--- src/rtl/llc_trace_pkg.sv ---
// Shared types for the LLC trace command queue.
// Opcode enum, legality check and queued record layout.
package llc_trace_pkg;

    localparam int REC_ADDR_W = 32;
    localparam int REC_SEQ_W  = 16;

    typedef enum logic [3:0] {
        RD_L1D    = 4'd0,
        WR_L1D    = 4'd1,
        RD_L1I    = 4'd2,
        SNP_INV   = 4'd3,
        SNP_RD    = 4'd4,
        SNP_WR    = 4'd5,
        SNP_RWITM = 4'd6,
        CLEAR     = 4'd8,
        PRINT     = 4'd9
    } op_e;

    typedef struct packed {
        op_e                   op;
        logic [REC_ADDR_W-1:0] addr;
        logic [REC_SEQ_W-1:0]  seq;
    } rec_t;

    function automatic logic is_legal(op_e op);
        logic ok;
        ok = 1'b0;
        case (op)
            RD_L1D, WR_L1D, RD_L1I, SNP_INV,
            SNP_RD, SNP_WR, SNP_RWITM,
            CLEAR, PRINT: ok = 1'b1;
            default:      ok = 1'b0;
        endcase
        return ok;
    endfunction

endpackage

--- src/rtl/llc_trace_cmd_queue_fifo.sv ---
// Synchronous FIFO with extra-MSB pointers.
// Head entry is read straight from the storage registers.
module llc_trace_fifo #(
    parameter int WIDTH = 8,
    parameter int DEPTH = 8
) (
    input  logic             clk,
    input  logic             rst_n,
    input  logic             push,
    input  logic [WIDTH-1:0] din,
    input  logic             pop,
    output logic [WIDTH-1:0] dout,
    output logic             full,
    output logic             empty
);

    localparam int AW = $clog2(DEPTH);
    localparam int PW = AW + 1;

    logic [WIDTH-1:0] mem [DEPTH];
    logic [PW-1:0]    wr_ptr;
    logic [PW-1:0]    rd_ptr;
    logic             do_push;
    logic             do_pop;

    assign empty = (wr_ptr == rd_ptr);
    assign full  = (wr_ptr[AW] != rd_ptr[AW]) &&
                   (wr_ptr[AW-1:0] == rd_ptr[AW-1:0]);

    assign do_push = push && !full;
    assign do_pop  = pop && !empty;

    assign dout = mem[rd_ptr[AW-1:0]];

    // Advance pointers; wrap falls out of the extra MSB.
    always_ff @(posedge clk or negedge rst_n) begin
        if (!rst_n) begin
            wr_ptr <= '0;
            rd_ptr <= '0;
        end else begin
            if (do_push) wr_ptr <= wr_ptr + PW'(1);
            if (do_pop)  rd_ptr <= rd_ptr + PW'(1);
        end
    end

    // Write the tail slot on an accepted push.
    always_ff @(posedge clk or negedge rst_n) begin
        if (!rst_n) begin
            for (int i = 0; i < DEPTH; i++) mem[i] <= '0;
        end else if (do_push) begin
            mem[wr_ptr[AW-1:0]] <= din;
        end
    end

endmodule

--- src/rtl/llc_trace_cmd_queue.sv ---
// Trace record filter, sequencer and command queue.
// Drops illegal ops, tags records, decodes the head, keeps stats.
module llc_trace_cmd_queue
    import llc_trace_pkg::*;
#(
    parameter  int ADDR_W     = 32,
    parameter  int LINE_BYTES = 64,
    parameter  int SETS       = 16384,
    parameter  int DEPTH      = 8,
    parameter  int SEQ_W      = 16,
    parameter  int STAT_W     = 32,
    localparam int OFF_W      = $clog2(LINE_BYTES),
    localparam int IDX_W      = $clog2(SETS),
    localparam int TAG_W      = ADDR_W - IDX_W - OFF_W
) (
    input  logic              clk,
    input  logic              rst_n,
    input  logic              in_valid,
    output logic              in_ready,
    input  logic [3:0]        in_op,
    input  logic [ADDR_W-1:0] in_addr,
    output logic              out_valid,
    input  logic              out_ready,
    output logic [3:0]        out_op,
    output logic [TAG_W-1:0]  out_tag,
    output logic [IDX_W-1:0]  out_index,
    output logic [OFF_W-1:0]  out_offset,
    output logic [SEQ_W-1:0]  out_seq,
    output logic              err_pulse,
    output logic [STAT_W-1:0] err_count,
    output logic [STAT_W-1:0] rd_count,
    output logic [STAT_W-1:0] wr_count,
    output logic [STAT_W-1:0] inv_count
);

    localparam int REC_W = 4 + ADDR_W + SEQ_W;

    logic [SEQ_W-1:0]  seq;
    logic [REC_W-1:0]  head;
    logic [ADDR_W-1:0] head_addr;
    logic              full;
    logic              empty;
    logic              accept;
    logic              legal;
    logic              push;
    logic              pop;
    op_e               head_op;

    assign in_ready  = !full;
    assign out_valid = !empty;

    assign accept = in_valid && in_ready;
    assign legal  = is_legal(op_e'(in_op));
    assign push   = accept && legal;
    assign pop    = out_valid && out_ready;

    llc_trace_fifo #(
        .WIDTH (REC_W),
        .DEPTH (DEPTH)
    ) u_fifo (
        .clk   (clk),
        .rst_n (rst_n),
        .push  (push),
        .din   ({in_op, in_addr, seq}),
        .pop   (pop),
        .dout  (head),
        .full  (full),
        .empty (empty)
    );

    assign head_op   = op_e'(head[REC_W-1 -: 4]);
    assign head_addr = head[SEQ_W +: ADDR_W];

    assign out_op     = head[REC_W-1 -: 4];
    assign out_seq    = head[SEQ_W-1:0];
    assign out_tag    = head_addr[ADDR_W-1 -: TAG_W];
    assign out_index  = head_addr[OFF_W +: IDX_W];
    assign out_offset = head_addr[OFF_W-1:0];

    // Every accepted record, legal or not, consumes a line number.
    always_ff @(posedge clk or negedge rst_n) begin
        if (!rst_n) begin
            seq <= '0;
        end else if (accept) begin
            seq <= seq + SEQ_W'(1);
        end
    end

    // Flag and count dropped illegal opcodes.
    always_ff @(posedge clk or negedge rst_n) begin
        if (!rst_n) begin
            err_pulse <= 1'b0;
            err_count <= '0;
        end else begin
            err_pulse <= accept && !legal;
            if (accept && !legal && err_count != '1)
                err_count <= err_count + STAT_W'(1);
        end
    end

    // Classify popped commands; a popped CLEAR wipes the op stats.
    always_ff @(posedge clk or negedge rst_n) begin
        if (!rst_n) begin
            rd_count  <= '0;
            wr_count  <= '0;
            inv_count <= '0;
        end else if (pop) begin
            case (head_op)
                CLEAR: begin
                    rd_count  <= '0;
                    wr_count  <= '0;
                    inv_count <= '0;
                end
                RD_L1D, RD_L1I, SNP_RD: begin
                    if (rd_count != '1)
                        rd_count <= rd_count + STAT_W'(1);
                end
                WR_L1D, SNP_WR, SNP_RWITM: begin
                    if (wr_count != '1)
                        wr_count <= wr_count + STAT_W'(1);
                end
                SNP_INV: begin
                    if (inv_count != '1)
                        inv_count <= inv_count + STAT_W'(1);
                end
                default: ;
            endcase
        end
    end

endmodule

--- config.mk ---
export PLATFORM = sky130hd
export DESIGN_NAME = llc_trace_cmd_queue
export DESIGN_NICKNAME = d
export VERILOG_FILES = /design/src/rtl/llc_trace_pkg.sv /design/src/rtl/llc_trace_cmd_queue_fifo.sv /design/src/rtl/llc_trace_cmd_queue.sv
export SDC_FILE = /design/constraint.sdc
export NUM_CORES = 1
export LEC_CHECK = 0
export CAP_MARGIN = 20
export CORE_MARGIN = 2
export CORE_UTILIZATION = 50
export CTS_BUF_LIST = sky130_fd_sc_hd__clkbuf_8
export DETAILED_ROUTE_END_ITERATION = 6
export HOLD_SLACK_MARGIN = 0.06
export PLACE_DENSITY_LB_ADDON = 0.2
export SYNTH_ARGS = -nofsm -noshare
export SYNTH_HDL_FRONTEND = slang
export SYNTH_SLANG_ARGS = --single-unit
--- constraint.sdc ---
create_clock -name clk -period 2.8 [get_ports clk]
set_clock_uncertainty 0.05 [all_clocks]
set_input_delay 0.28 -clock clk [delete_from_list [all_inputs] [get_ports clk]]
set_output_delay 0.28 -clock clk [all_outputs]
set_load 0.02 [all_outputs]
## After elaboration in Yosys (flattened, before gate mapping)

Memories as Yosys holds them, arrays and structs flattened.
Cells that the tools add are included.

| word-level totals | value |
|---|---|
| bits in registers | 569 |
| memory bits (read-only) | 16 |
| output and inout port bits | 183 |
| word-level logic and storage cells | 79 |
| memories kept | 1 |

| cells by class | value |
|---|---|
| $add $sub $neg | 7 |
| magnitude comparators | 3 |
| eq/ne operators | 17 |
| multiplexer cells | 12 |
| bitwise gates (word level) | 2 |
| reduce and logical (&&, ||, !) cells | 21 |

Memory list:

| memory | words | width | rd ports | clocked after memory_dff | wr ports | RTL line | source |
|---|---|---|---|---|---|---|---|
| (no name shown) | 16 | 1 | 1 | 0 | 0 | llc_trace_pkg.sv:29 | `case (op)` |

Operator list:

| cell | count |
|---|---|
| $bwmux 416 | 1 |
| $pmux 32 s2 | 3 |
| $bmux 52 s3 | 1 |
| $demux 52 s3 | 1 |
| $mux 52 | 3 |
| $add 32x1->32 const B | 4 |
| $ne 32x32->1 const B | 4 |
| $mux 32 | 3 |
| $add 16x1->16 const B | 1 |
| $eq 4x3->1 const B | 3 |
| $logic_and 1x1->1 | 9 |
| $reduce_and 3->1 | 3 |
| $add 4x1->4 const B | 2 |
| $eq 4x2->1 const B | 2 |
| $ge 4x4->1 const B | 2 |
| $not 3->4 | 2 |
| $ne 2x2->1 const B | 3 |
| $reduce_bool 2->1 | 3 |
| $reduce_or 3->1 | 2 |
| $eq 4x1->1 const B | 1 |
| $eq 4x4->1 | 1 |
| $eq 4x4->1 const B | 1 |
| $logic_not 4->1 | 1 |
| $lt 4x1->1 const B | 1 |
| other kinds (3) | 5 |

## Depth between registers and ports, before layout

Gate-level depths: netlist (run 1).

| depth | value |
|---|---|
| word-level depth | 8 |
| mapped depth | 11 |

## Modules after synthesis

Synthesis (run 1) repeated with hierarchy kept, for this count alone.

| second synthesis, totals | value |
|---|---|
| cell total of the unflattened synthesis | 1973 |
| area, all modules | 27096.0 um2 |

By module, submodules not included:

| module | times used | cells each | area each (um2) |
|---|---|---|---|
| llc_trace_fifo | 1 | 1113 | 19125.8 |
| llc_trace_cmd_queue | 1 | 860 | 7970.1 |

## Worst setup path before layout (run 1)

No wires, ideal clock.

| path | value |
|---|---|
| path kind | register to output |
| from | reg u_fifo.rd_ptr[0] |
| to | out out_index[10] |
| arrival time | 2.576 ns |
| path slack | -0.106 ns |
| stages on the path, launching flop included | 7 |
| buffers on the path | 4 |
| path through | dfrtp_1 buf_2 buf_1 buf_2 buf_1 mux4_2 mux2_2 |

| between the ends | value |
|---|---|
| word-level cells in the longest chain between the ends | 4 |

RTL lines:

| item | RTL line | source |
|---|---|---|
| start, declared | llc_trace_cmd_queue_fifo.sv:22 | `logic [PW-1:0] rd_ptr;` |
| start signal, assigned | llc_trace_cmd_queue_fifo.sv:42 | `if (do_pop) rd_ptr <= rd_ptr + PW'(1);` |
| $not 3->4 (not written as such) | llc_trace_cmd_queue_fifo.sv:33 | `assign dout = mem[rd_ptr[AW-1:0]];` |
| $bmux 52 s3 | llc_trace_cmd_queue_fifo.sv:33 |  |
| $mux 52 (not written as such) (2 in series) | llc_trace_cmd_queue_fifo.sv:33 |  |
| end, declared | llc_trace_cmd_queue.sv:26 | `output logic [IDX_W-1:0] out_index,` |

Every way passes these cells. The select of a mux whose other input is x is not followed.

## Worst setup path after layout (run 1)

| path | value |
|---|---|
| from | reg u_fifo.rd_ptr[0] |
| to | reg inv_count[3] |

| between the ends | value |
|---|---|
| word-level cells in the longest chain between the ends | 7 |
| elaborated cells between the ends (all ways) | 13 |
| those cells by class | 4 x eq/ne; 4 x mux; 1 x bitwise; 4 x reduce/logical |

RTL lines:

| item | RTL line | source |
|---|---|---|
| $not 3->4 (not written as such) | llc_trace_cmd_queue_fifo.sv:33 |  |
| $bmux 52 s3 | llc_trace_cmd_queue_fifo.sv:33 |  |
| $mux 52 (not written as such) (2 in series) | llc_trace_cmd_queue_fifo.sv:33 |  |
| $eq 4x2->1 / $eq 4x4->1 (equally long branches) | llc_trace_cmd_queue.sv:108 | `case (head_op)` |
| $ne 2x2->1 (no line) / $reduce_bool 2->1 (equally long branches) | -- |  |
| $reduce_and 3->1 (no line) | -- |  |
| end signal, assigned | llc_trace_cmd_queue.sv:124 | `inv_count <= inv_count + STAT_W'(1);` |
| end, declared | llc_trace_cmd_queue.sv:33 | `output logic [STAT_W-1:0] inv_count` |

Several ways; a longest one is shown, not always the timed one. The select of a mux whose other input is x is not followed.
A chain may end at the register's enable or synchronous reset.

==> reports/qor.yml, run 1 <==
cp-end-kind: "flop"
dieArea_um2: 55300
multiInputGateArea_um2: 12600
cts_sinks: 569
die_w_um: 235
maxCapViolCount: 0
yosys.area.top_type: "dfrtp_1"
synth.avg_cell_area_um2: 13.5
routed_wl_um: 69500
h-tree-depth: 3
ys_types: 61
clk_latency_ps: 670
grt_setup_unrepaired: "true"
synth-xor-area-share_pct: 1.90
crit_type: "flop to flop"
layout_setup_ws_ps: -196
relSlewSlack_pct: 54.8
grt-ovfl-total: 0
seqCellArea_um2: 14200
synthMuxAreaShare_pct: 28.8
final_antenna_net_count: 0
clockPowerShare_pct: 18.3
p_seq_share_pct: 31.4
cellLeakagePower_nw: 15.4
critical_path.max_fanout: 8
hpwl_um: 43100
seq_area_frac_synth_pct: 53.3
ys_top_cells_by_area: "dfrtp_1 (53%), mux2_2 (19%), mux4_2 (8.8%)"
start_kind: "flop"
antenna_found_initial: 4
dieHeight_um: 235
synth_ff_type: "dfrtp_1"
grt_max_degree: 77
fmax_mhz: 334
io_buffers: 222
swShare_pct: 35.0
cts_tree: "done"
grt_pass1_vias: 19300
vias_per_cell: 5.93
finalInstanceArea_um2: 34900
place_worst_setup_slack_ps: -284
numCtsBuffers: 96
synth_adder_area_share_pct: 0.328
dr.pass1.iters: 7
ir_drop_uv: 734
hold_violations: 0
p_comb_share_pct: 50.2
ys_async_sr_fraction_pct: 100
layout.nets: 2438
ys.warnings.count: 0
clk_path_buf_depth: 3
violations: "negative setup slack"
run_status: "finished with violations"
setup_violations: 103
p_total_mw: 39.4
synth_simple_gate_area_share_pct: 8.34
clockRootBuffer: "clkbuf_8"
ys_top_cells_by_count: "dfrtp_1 (569), mux2_2 (459), nand2_1 (111)"
synth-edff-count: 0
synth_most_common_cell: "dfrtp_1"
whs_ps: 160
synth_top_area_share_pct: 53.3
syn_nets: 2031
placed_cell_area_um2: 31100
start_util_pct: 50.7
syn-cell-area_um2: 26700
internal-power_mw: 25.6
num-fill-cells: 3797
synth_top_family_by_area: "multiplexers"
track_usage_pct: 24.8
fin_tns_setup_ps: -7360
clkSlewWorstSetupHoldPaths_ps: 60
grt_pass1_wl_um: 109000
hold_path.class: "input port to asynchronous set/reset pin"
num_vias: 18700
drc: 0
ios: 223
place_congestion: 0.885
synthToLayoutAreaGrowth_pct: 30.4
worst_slew_pin_slew_ps: 677
drtIter0Drc: 1380
cp_data_required_time_ps: 3360
fin_crit_ps: 3000
rows: 84
routedWlPerCell_um: 22.1
critical_path_arrival_ps: 3550
power_density_nw_per_um2: 1130
final_max_slew_viol_count: 0
drive_gt1_share_pct: 43.3
fin_crit_sh_pct: 107
netlist_instances: 1984
ys_seq_elements: 569
power.switching_mw: 13.8
synth_compound_area_share_pct: 4.87
core_um2: 52800
[cells by family (layout without fill, tap and decap cells)]
family                   count (synthesis)  count (layout)
adder cells (fa/ha/maj)                  7               7
multiplexers                           579             579
XOR/XNOR                                58              58
flip-flops                             569             569
other                                    0               1
AND/OR/NAND/NOR                        412             412
buffers and inverters                  154             633
AO/OA/AOI/OAI                          205             205
[power by group through the flow]
stage	Combinational [mW]	Clock, mW	Sequential (mW)
3_3_place_gp	15.3	0	12.2
3_5_place_dp	15.7	0	12.4
6_report	19.8	7.22	12.4
5_1_grt	20.9	7.83	12.7
2_1_floorplan	9.94	0	12.0
4_1_cts	17.8	7.43	12.3
[routing by layer]
layer	track usage, %	wire length [um]
met5	0	27
met4	7.32	1170
met3	5.08	4000
met2	40.2	33900
met1	33.9	30400
[cell type report]
cell class                      instances  share of cell area, %
Antenna cell                            1                0.00718
Inverter                               26                  0.294
Tap cell                              688                   2.47
Multi-Input combinational cell       1261                   36.2
Clock buffer                          120                   4.74
Clock inverter                         50                  0.671
Timing Repair Buffer                  437                   14.7
Sequential cell                       569                   40.9
[flip-flops by register name, summed over array words and instances (netlist names)]
signal / count
err_count: 32
err_pulse: 1
inv_count: 32
rd_count: 32
seq: 16
u_fifo.mem: 416
u_fifo.rd_ptr: 4
u_fifo.wr_ptr: 4
wr_count: 32
[final timing paths]
kind	slack, ps	endpoint	cells after the start	from
worst min register to register	440	u_fifo.mem[269]$_DFFE_PN0P_	1	u_fifo.mem[269]$_DFFE_PN0P_
worst max-delay path	-200	inv_count[3]$_DFFE_PN0P_	10	u_fifo.rd_ptr[0]$_DFFE_PN0P_
worst min-delay path	160	u_fifo.mem[15]$_DFFE_PN0P_	2	rst_n
min in group clk	390	u_fifo.mem[88]$_DFFE_PN0P_	2	in_addr[20]
max in group asynchronous	1660	seq[3]$_DFFE_PN0P_	3	rst_n
worst max register to register	-200	inv_count[3]$_DFFE_PN0P_	10	u_fifo.rd_ptr[0]$_DFFE_PN0P_
[through the flow]
step,instances,util [%]
3_3_place_gp,2921,58.9
6_report,3152,66.1
5_1_grt,3152,66.1
4_1_cts,3121,64.3
2_1_floorplan,1984,-
3_5_place_dp,2921,58.9
[timing repair]
action                                 CTS  global route
resized for setup                      409           165
pin swaps                               33            38
cloned                                  13            11
setup endpoints to repair              189           298
hold buffers                             1             0
endpoints found under the hold margin  225             0
setup buffers                           16            22
[cells in the final DEF (no fill, tap or decap), drive strengths merged, types with 14 or more instances in the layout]
cell type,n
clkdlybuf4s50,167
dfrtp,569
nand4,48
nor3,15
buf,259
or4,21
inv,65
xnor2,45
o31ai,17
nand3,63
a21oi,58
and2,14
and3,25
nand2,111
nor2,44
o21ai,48
or3,24
clkbuf,129
mux4,104
a31oi,27
mux2,468
and4,17
[worst max-delay path, cell delays in order (launching register included)]
cell and delay [ps]:
dfrtp_4 470, buf_6 120, mux4_2 530, mux2i_4 250, inv_4 70, nor4b_4 400, a22oi_2 210, buf_12 190
buf_4 140, or3_4 360, a21oi_2 130
(Power assumes the default switching activity.)
==> run 2, diff against run 1 <==
REMOVE_ABC_BUFFERS = 1   (was default)
==> reports/qor.yml, run 2 (synthesized netlist as in run 1, its figures left out) <==
run_status: "finished with violations"
violations: "negative setup slack"
crit_type: "flop to flop"
grt_max_degree: 83
dieArea_um2: 55300
worst_path_dominant_cell_family: "multiplexers"
hold_violations: 0
path_cells: "buf_6 -> mux4_2 -> mux2i_4 -> inv_4 -> nor4_4 -> buf_4 -> a22oi_2 -> buf_12 -> or4_4 -> a21oi_1"
worst-path-buf-inv: 4
dr.pass1.iters: 5
rr_worst_depth: 10
cts_sinks: 569
max_stage_delay_ps: 530
cellLeakagePower_nw: 15.3
numCtsBuffers: 96
power_density_nw_per_um2: 1140
core_um2: 52800
worst_slew_pin_slew_ps: 752
antenna_found_initial: 3
vias_per_cell: 5.91
start_util_pct: 50.7
clk_path_buf_depth: 3
layout_setup_ws_ps: -124
place_worst_setup_slack_ps: -274
grt-ovfl-total: 0
final_antenna_net_count: 0
grt_setup_unrepaired: "true"
clockRootBuffer: "clkbuf_8"
r2r_end: "inv_count[9]$_DFFE_PN0P_"
cp_data_required_time_ps: 3340
fin_crit_ps: 2920
critical_path.max_fanout: 11
final_cells: 3165
clk_latency_ps: 690
dp.cells: 2914
drive_gt1_share_pct: 43.6
place_congestion: 0.861
grt_pass1_vias: 19200
critical_path_arrival_ps: 3460
final_cell_mix: "dfrtp_1 (566), mux2_2 (422), clkdlybuf4s50_1 (167)"
drc: 0
fmax_mhz: 342
slowest_stage: "mux4_2"
ir_drop_uv: 803
maxCapViolCount: 0
cts_tree: "done"
relSlewSlack_pct: 49.9
r2r_slack_ps: -120
io_buffers: 222
largest_reg_flops: 416
fin_crit_sh_pct: 104
crit_start: "u_fifo.rd_ptr[0]$_DFFE_PN0P_"
ios: 223
largest-register: "u_fifo.mem"
routedWlPerCell_um: 21.7
cp-end-kind: "flop"
rr_startpoint: "u_fifo.rd_ptr[0]$_DFFE_PN0P_"
layout.nets: 2449
rows: 84
num_vias: 18700
track_usage_pct: 24.5
layout_commonest_cell: "dfrtp_1"
synthToLayoutAreaGrowth_pct: 29.7
routed_wl_um: 68600
die_w_um: 235
setup_violations: 56
hold_path.class: "input port to asynchronous set/reset pin"
clkSlewWorstSetupHoldPaths_ps: 60
dieHeight_um: 235
start_kind: "flop"
final_max_slew_viol_count: 0
drtIter0Drc: 1196
hpwl_um: 40600
h-tree-depth: 3
grt_pass1_wl_um: 108000
run 2: worst max path at each step:
| stage | to | slack, ps | cells past startpoint |
|---|---|---|---|
| after floorplan | u_fifo.mem[100]$_DFFE_PN0P_ | -4940 | 5 |
| after detailed placement | rd_count[11]$_DFFE_PN0P_ | -270 | 6 |
| after CTS | out_seq[3] | -160 | 6 |
| final | inv_count[9]$_DFFE_PN0P_ | -120 | 10 |
| after global routing | inv_count[9]$_DFFE_PN0P_ | -260 | 10 |
| after global placement | rd_count[11]$_DFFE_PN0P_ | -200 | 6 |
run 2: power breakdown:
group	switching, mW	total (mW)	internal, mW
combinational	9.02	19.7	10.7
clock	3.35	7.57	4.22
sequential	1.56	12.3	10.8
total	13.9	39.6	25.7
run 2: cell type report:
type / instances / area (um2)
Fill cell: 3785 / 18100
Sequential cell: 569 / 14200
Multi-Input combinational cell: 1262 / 12500
Timing Repair Buffer: 447 / 4930
Clock buffer: 120 / 1650
Tap cell: 688 / 861
Clock inverter: 50 / 333
Inverter: 26 / 103
Antenna cell: 3 / 7.51
run 2: per-layer routing:
layer	vias up	share of wire [%]	track usage, %
met4	2	2.2	7.24
met5	-	0.016	0
met1	9741	43	32.8
li1	8297	-	-
met3	124	5.4	5.19
met2	541	49	40.4
run 2: timing repair:
action                                  CTS  global route
endpoints found under the hold margin   127             0
cloned                                   17             8
resized for setup                       375           163
setup buffers                            28            36
hold buffers                              1             0
pin swaps                                 9            51
endpoints found under the setup margin  292           323
run 2: stage by stage:
step / hold slack (ps) / power (mW) / setup TNS, ps / utilization (%) / cell area (um2)
2_1_floorplan: -65.6 / 21.4 / -2655920 / - / 26200
3_3_place_gp: 302 / 27.5 / -4530 / 58.5 / 30900
3_5_place_dp: 300 / 28.0 / -8370 / 58.5 / 30900
4_1_cts: 157 / 37.7 / -6020 / 64.2 / 33800
5_1_grt: 208 / 41.6 / -11960 / 65.7 / 34700
6_report: 170 / 39.6 / -2410 / 65.7 / 34700
==> run 3, diff against run 2 <==
GPL_TIMING_DRIVEN = 0   (was default)
==> reports/qor.yml, run 3 (synthesized netlist as in run 1, its figures left out) <==
run_status: "finished with violations"
violations: "negative setup slack"
die_w_um: 235
place_worst_setup_slack_ps: -2270
clockRootBuffer: "clkbuf_8"
track_usage_pct: 27.2
rows: 84
ios: 223
hold_violations: 0
clkSlewWorstSetupHoldPaths_ps: 70
utilization_pct: 69.4
antenna_found_initial: 7
critical_path_arrival_ps: 3690
grt_setup_unrepaired: "true"
routedWlPerCell_um: 24.2
fmax_mhz: 323
final_antenna_net_count: 0
fin_crit_sh_pct: 111
drc: 0
power_density_nw_per_um2: 1150
io_buffers: 222
start_kind: "flop"
use_met3_pct: 6.06
whs_ps: 101
hold_path.class: "input port to asynchronous set/reset pin"
core_um2: 52800
cellLeakagePower_nw: 16.3
cts_sinks: 569
fin_crit_ps: 3100
layout.nets: 2477
largest_reg_flops: 416
maxCapViolCount: 0
fin_tns_setup_ps: -61370
crit_type: "flop to flop"
num_vias: 19300
setup_violations: 516
relSlewSlack_pct: 33.3
drive_gt1_share_pct: 44.7
place_congestion: 0.821
clk_latency_ps: 730
critical_path.max_fanout: 7
grt_pass1_vias: 20300
grt-busiest-layer: "met2"
grt_max_degree: 130
hpwl_um: 40300
largest-register: "u_fifo.mem"
start_util_pct: 50.7
dieHeight_um: 235
cp_data_required_time_ps: 3390
placed_cell_area_um2: 30300
synthToLayoutAreaGrowth_pct: 37.0
clk_path_buf_depth: 3
routed_wl_um: 77200
numCtsBuffers: 96
layout_commonest_cell: "dfrtp_1"
drtIter0Drc: 1632
ir_drop_uv: 929
h-tree-depth: 3
cp-end-kind: "flop"
dieArea_um2: 55300
dr.pass1.iters: 7
final_cell_mix: "dfrtp_1 (564), mux2_2 (255), mux2_4 (211)"
finalInstanceArea_um2: 36600
use_met2_pct: 45.6
grt-ovfl-total: 0
gr-usage-met1_pct: 35.4
grt_pass1_wl_um: 118000
layout_setup_ws_ps: -299
vias_per_cell: 6.05
final_max_slew_viol_count: 0
worst_slew_pin_slew_ps: 999
cts_tree: "done"
-- run 3: cell count changes in the layout (fill, tap and decap cells not counted), sizes merged, moves of 2 or more --
| cell | before | now |
|---|---|---|
| bufinv | 4 | 0 |
| inv | 63 | 57 |
| clkinvlp | 0 | 2 |
| clkbuf | 124 | 128 |
| buf | 272 | 297 |
| diode | 3 | 5 |
| clkinv | 9 | 12 |
-- run 3: per-layer routing --
metal / vias up / wire (um)
li1: 8349 / -
met1: 10100 / 32000
met2: 711 / 38300
met3: 188 / 4490
met4: 6 / 2330
met5: - / 41
-- run 3: worst paths after layout --
| check | startpoint | end | slack (ps) | cells past startpoint |
|---|---|---|---|---|
| min in group clk | in_addr[11] | u_fifo.mem[287]$_DFFE_PN0P_ | 340 | 2 |
| hold / removal | rst_n | u_fifo.mem[12]$_DFFE_PN0P_ | 100 | 3 |
| setup / recovery | u_fifo.rd_ptr[2]$_DFFE_PN0P_ | inv_count[9]$_DFFE_PN0P_ | -300 | 11 |
| hold reg to reg | err_count[12]$_DFFE_PN0P_ | err_count[12]$_DFFE_PN0P_ | 440 | 1 |
| max in group asynchronous | rst_n | u_fifo.wr_ptr[2]$_DFFE_PN0P_ | 600 | 6 |
| setup reg to reg | u_fifo.rd_ptr[2]$_DFFE_PN0P_ | inv_count[9]$_DFFE_PN0P_ | -300 | 11 |
-- run 3: metrics by stage --
step           instances  total power [mW]
5_1_grt             3192              44.0
4_1_cts             3155              40.4
2_1_floorplan       1856              21.4
3_3_place_gp        2766              24.3
6_report            3193              42.1
3_5_place_dp        2809              27.1
-- run 3: critical path, stage by stage (launching register included) --
cell and delay, ps:
dfrtp_4 520, buf_8 140, buf_4 150, mux4_2 290, mux2_4 350, nor4_4 310
buf_6 180, a22oi_2 90, buf_6 160, buf_16 140, or4_4 480, a21oi_2 150
-- run 3: power breakdown --
part	switching (mW)	leakage [nW]	total (mW)	internal, mW
clock	3.50	1.11	7.44	3.95
sequential	1.80	7.39	12.6	10.8
combinational	9.86	7.80	22.1	12.2
-- run 3: layout make-up --
cell class | count | area (um2)
fill | 3482 | 16100
sequential | 569 | 14300
multi-input combinational | 1265 | 13300
timing repair buffer | 472 | 6190
clock buffer | 123 | 1690
tap | 688 | 861
clock inverter | 45 | 234
inverter | 26 | 103
antenna | 5 | 12.5
-- run 3: timing repair --
item,CTS,global route
hold endpoints to repair,138,0
gates resized for setup,607,209
pin swaps,82,33
hold buffers,2,0
buffers inserted,138,41
cloned,39,5
endpoints found under the setup margin,618,552
